===== src/rtl/supervisor_pkg.sv =====
// supervisor_pkg: shared FSM state type and counter width for the test supervisor
package supervisor_pkg;
   localparam int CYCLE_W = 32;
   typedef enum logic [1:0] {HOLD, RUN, DONE} state_t;
endpackage


===== src/rtl/sup_counter.sv =====
// sup_counter: W-bit up counter with synchronous clear, enable and terminal compare
//   clock  : rising-edge clock
//   clr_i  : synchronous clear (wins over en_i)
//   en_i   : count enable
//   term_i : terminal value; hit_o is high while the count equals it
//   cnt_o  : registered count
module sup_counter
   import supervisor_pkg::*;
#(
   parameter int W = CYCLE_W
) (
   input  logic         clock,
   input  logic         clr_i,
   input  logic         en_i,
   input  logic [W-1:0] term_i,
   output logic [W-1:0] cnt_o,
   output logic         hit_o
);
   logic [W-1:0] cnt_q;
   always_ff @(posedge clock)
      cnt_q <= clr_i ? '0 : en_i ? cnt_q + W'(1) : cnt_q;
   assign cnt_o = cnt_q;
   assign hit_o = cnt_q == term_i;
endmodule


===== config.mk =====
export PLATFORM = sky130hd
export DESIGN_NAME = sup_counter
export DESIGN_NICKNAME = d
export VERILOG_FILES = /design/src/rtl/supervisor_pkg.sv /design/src/rtl/sup_counter.sv
export SDC_FILE = /design/constraint.sdc
export NUM_CORES = 1
export LEC_CHECK = 0
export BUFFER_PORTS_ARGS = -buffer_cell sky130_fd_sc_hd__buf_2
export CAP_MARGIN = 20
export CORE_UTILIZATION = 48
export CTS_BUF_LIST = sky130_fd_sc_hd__clkbuf_8
export DETAILED_ROUTE_END_ITERATION = 16
export PLACE_DENSITY = 0.78
export REMOVE_ABC_BUFFERS = 1
export SLEW_MARGIN = 10
export SYNTH_ARGS = -nofsm -noshare
export SYNTH_HDL_FRONTEND = slang
export SYNTH_SLANG_ARGS = --single-unit

===== constraint.sdc =====
create_clock -name clock -period 2.7 [get_ports clock]
set_input_delay 0.135 -clock clock [delete_from_list [all_inputs] [get_ports clock]]
set_output_delay 0.135 -clock clock [all_outputs]
set_load 0.03 [all_outputs]

==> Word level (Yosys, flattened, before mapping) <==
Index checks and enable logic that the tools add are counted.
{ "classes": {"n_eq_ne": 1, "n_addsub": 1} }
{ "op_table": {"columns": ["op", "count"], "rows": [
  ["32-bit by 1-bit adder with 32-bit output (second input constant)", 1],
  ["32-bit == test", 1]
]} }
{ "word_totals": {"out_inout_bits": 33, "reg_bits": 32, "in_bits": 35, "wordCells": 3} }

==> Depth between registers and ports, before layout <==
{ "logic_depth": {"ltp_word": 1, "mapped_depth": 6, "depth_no_buf": 5} }

==> Least setup slack after synthesis <==
OpenSTA, ideal clock, no wires.
{ "synth_path": {"path_type": "register -> register", "from": "reg cnt_q[6], in the netlist cnt_o[6]", "to": "reg cnt_q[20], in the netlist cnt_o[20]", "arrival_ns": 2.128, "period_less_slack_ns": 2.198, "path_stages_with_launch": 7, "setup_ns": 0.070, "required_time_ns": 2.630, "setup_slack_ns": 0.502, "n_path_buf": 2, "cell_sequence": "dfxtp_1 > clkbuf_2 > nand4_2 > or4_4 > buf_6 > or4_1 > a21oi_1"} }
{ "synth_between": {"elab_chain_len": 1} }
{ "synth_rtl": {"columns": ["element", "line_no", "rtl"], "rows": [
  ["from (decl)", "sup_counter.sv:19", "logic [W-1:0] cnt_q;"],
  ["from (signal assigned)", "sup_counter.sv:21", "cnt_q <= clr_i ? '0 : en_i ? cnt_q + W'(1) : cnt_q;"],
  ["32-bit by 1-bit adder with 32-bit output", "sup_counter.sv:21", null]
]} }
Every way passes these cells.
A chain may end at the register's enable or synchronous reset.

==> Worst setup path in the final report <==
{ "layout_path": {"from": "reg cnt_q[6], in the netlist cnt_o[6]", "to": "reg cnt_q[13], in the netlist cnt_o[13]"} }
Same word-level chain as after synthesis.

==> results.cfg <==
[critical_path]
startpoint_type = register
max_stage_delay_ns = 0.66
worst_path_max_delay_cell = or4_1
cp_data_arrival_time_ns = 2.35
reg2reg_from = cnt_o[6]
cp-end-kind = register
reg2regPathDepth = 4
critPathMaxFanout = 14
path_cells = and4_2 > nand4_1 > or4_1 > a21oi_1
worstSetupPathType = reg -> reg
critical_path_required_ns = 2.91
r2r_slack_ns = 0.57
reg2reg_to = cnt_o[13]

[placement]
io_buffers = 67
gp_congestion = 0.820
dp_hpwl_um = 3920

[global_route]
grt_pass1_vias = 1828
grt_max_degree = 38
grt_first_pass_wirelength_um = 8690
grt_usage_pct = 26.9
overflow = 0
antenna_found_initial = 0

[layout]
fill_cells = 349
largest_reg_flops = 32
antennaDiodeCount = 0
multi_input_comb_area_um2 = 1250
fin_nets = 332
drive_gt1_share_pct = 30.3
final-seq-area_um2 = 641
area_delta_synth_final_pct = 23.7

[floorplanning]
die-area_um2 = 4340
floorplan.initialDensity_pct = 51.6
core-area_um2 = 3800
die_h_um = 65.9
die_x_um = 65.9
ioPinCount = 68
core.rowCount = 22

[power_and_ir_drop]
leakage_nw = 1.09
netSwitchingPower_mw = 0.230
total_power_mw = 1.07
combinationalPowerShare_pct = 7.6
p_seq_share_pct = 45.1
power_density_nw_per_um2 = 440
ir_drop_uv = 262
p_int_mw = 0.837
switching_share_pct = 21.5
clkPwrFrac_pct = 47.3

[logic_synthesis]
syn_area_um2 = 1960
yosysSeqAreaShare_pct = 32.7
yosysUniqueCellTypes = 34
synth_ff_type = dfxtp_1
synth_edf_count = 0
syn_inst = 234
synth_top_area_cell = dfxtp_1
yosys-top-cells-count = xor2_1 (38), dfxtp_1 (32), nor2_1 (18)
synth_top_area_share_pct = 32.7
yosys_warnings = 0
ys_top_cells_by_area = dfxtp_1 (33%), xor2_1 (17%), nand4_1 (5.4%), a21oi_1 (4.1%), nor4_1 (3.5%)
yosys_register_bits = 32
yosysMostFrequentCell = xor2_1
synthArstFlopShare_pct = 0
synth.avg_cell_area_um2 = 8.38

[routing]
wirelength_um = 5350
drc = 0
via_per_inst = 5.73
wl_per_cell_um = 15.5
drt_iter0_drc = 116
ant_nets = 0
dr.pass1.iters = 4
vias = 1976

[timing]
max_freq_mhz = 469
rsz0062_at_grt = false
slew_headroom_pct = 55.9
finalClockSkew_ns = 0.00757
fin_setup_tns_ns = 0
fin_crit_sh_pct = 79.0
max_slew.worst_pin.slew_ns = 0.662
hold_violations = 0
period_needed_ns = 2.13
final-max-slew-violation-count = 0
setup_viol = 0

[outcome]
status = completed

[clocking]
cts_buffer_depth = 2
holdBufCountCts = 0
clock-sinks = 32
path_clk_slew_ns = 0.07
ctsHtreeMaxLevel = 2
cts_setup_buffers = 0
post_cts_resized = 0
cts_root_buffer = clkbuf_8
cts_tree = yes
clk_latency_ns = 0.29
cts_buffers = 5

[hold_path]
whs_path_depth = 3
worstHoldStart = en_i
hold_class = in -> reg
hold_end = cnt_o[0]

[job]
maxCapViolCount = 0
[worst max-delay path by stage]
stage,start,to,slack [ns],depth (start not counted)
after floorplan,cnt_o[0],cnt_o[30],0.53,5
after global placement,cnt_o[20],cnt_o[30],0.65,4
after detailed placement,cnt_o[6],cnt_o[21],0.62,4
after CTS,cnt_o[6],cnt_o[21],0.60,4
after global routing,cnt_o[6],cnt_o[19],0.42,4
final,cnt_o[6],cnt_o[13],0.57,4
[layer usage]
layer	up-vias	track usage [%]	routed length, um	part of all wire, %
met1	909	35.0	2440	46
met3	9	4.66	421	7.9
met2	83	44.3	2400	45
met5	-	0	0	0
met4	0	9.78	89	1.7
li1	975	-	-	-
[power by group through the flow]
stage	clock network [mW]	registers (mW)	logic, mW
after floorplan	0	0.497	0.0273
after global placement	0	0.491	0.0812
after detailed placement	0	0.491	0.0812
after CTS	0.508	0.481	0.0818
after global routing	0.529	0.481	0.0904
final	0.505	0.481	0.0815
[cell usage in the layout (no fill, tap or decap), drive strengths merged, types with 8 or more instances in the layout]
cell and count:
nand2 14, o31ai 8, o21ai 8, buf 68, or4 11, xor2 38, nor2 18, dfxtp 32
nor4 11, a21oi 16, or3 9, nand4 19
[cells by family after synthesis]
family          share of synthesized area (%)
xor+xnor                                 18.8
buf+inv                                  3.64
fa+ha+maj                               0.638
simple gates                             31.7
flops                                    32.7
compound gates                           9.19
mux                                      3.38
[per-stage QoR]
stage | hold slack [ns] | util [%] | cells | cell area, um2 | setup slack, ns
6_report | 0.203 | 63.9 | 345 | 2430 | 0.567
5_1_grt | 0.228 | 63.9 | 345 | 2430 | 0.417
3_3_place_gp | 0.482 | 60.5 | 337 | 2300 | 0.648
4_1_cts | 0.195 | 63.9 | 345 | 2430 | 0.600
3_5_place_dp | 0.494 | 60.5 | 337 | 2300 | 0.620
2_1_floorplan | 0.204 | - | 221 | 1900 | 0.527
[worst max-delay path: cells and delay by family, from the launching register on]
kind               cells  cell delay [ns]
DFF                    1             0.49
and+or+nand+nor        3             1.42
AOI/OAI and AO/OA      1             0.15
[final cells by class]
class                      count  area share, %
clock buffer                   7           3.97
inverter                       2          0.309
sequential                    32           26.4
clock inverter                 1           1.24
tap                           48           2.48
multi-input combinational    187           51.5
timing repair buffer          68           14.1
Note: power is estimated with default switching activity, not from simulation.
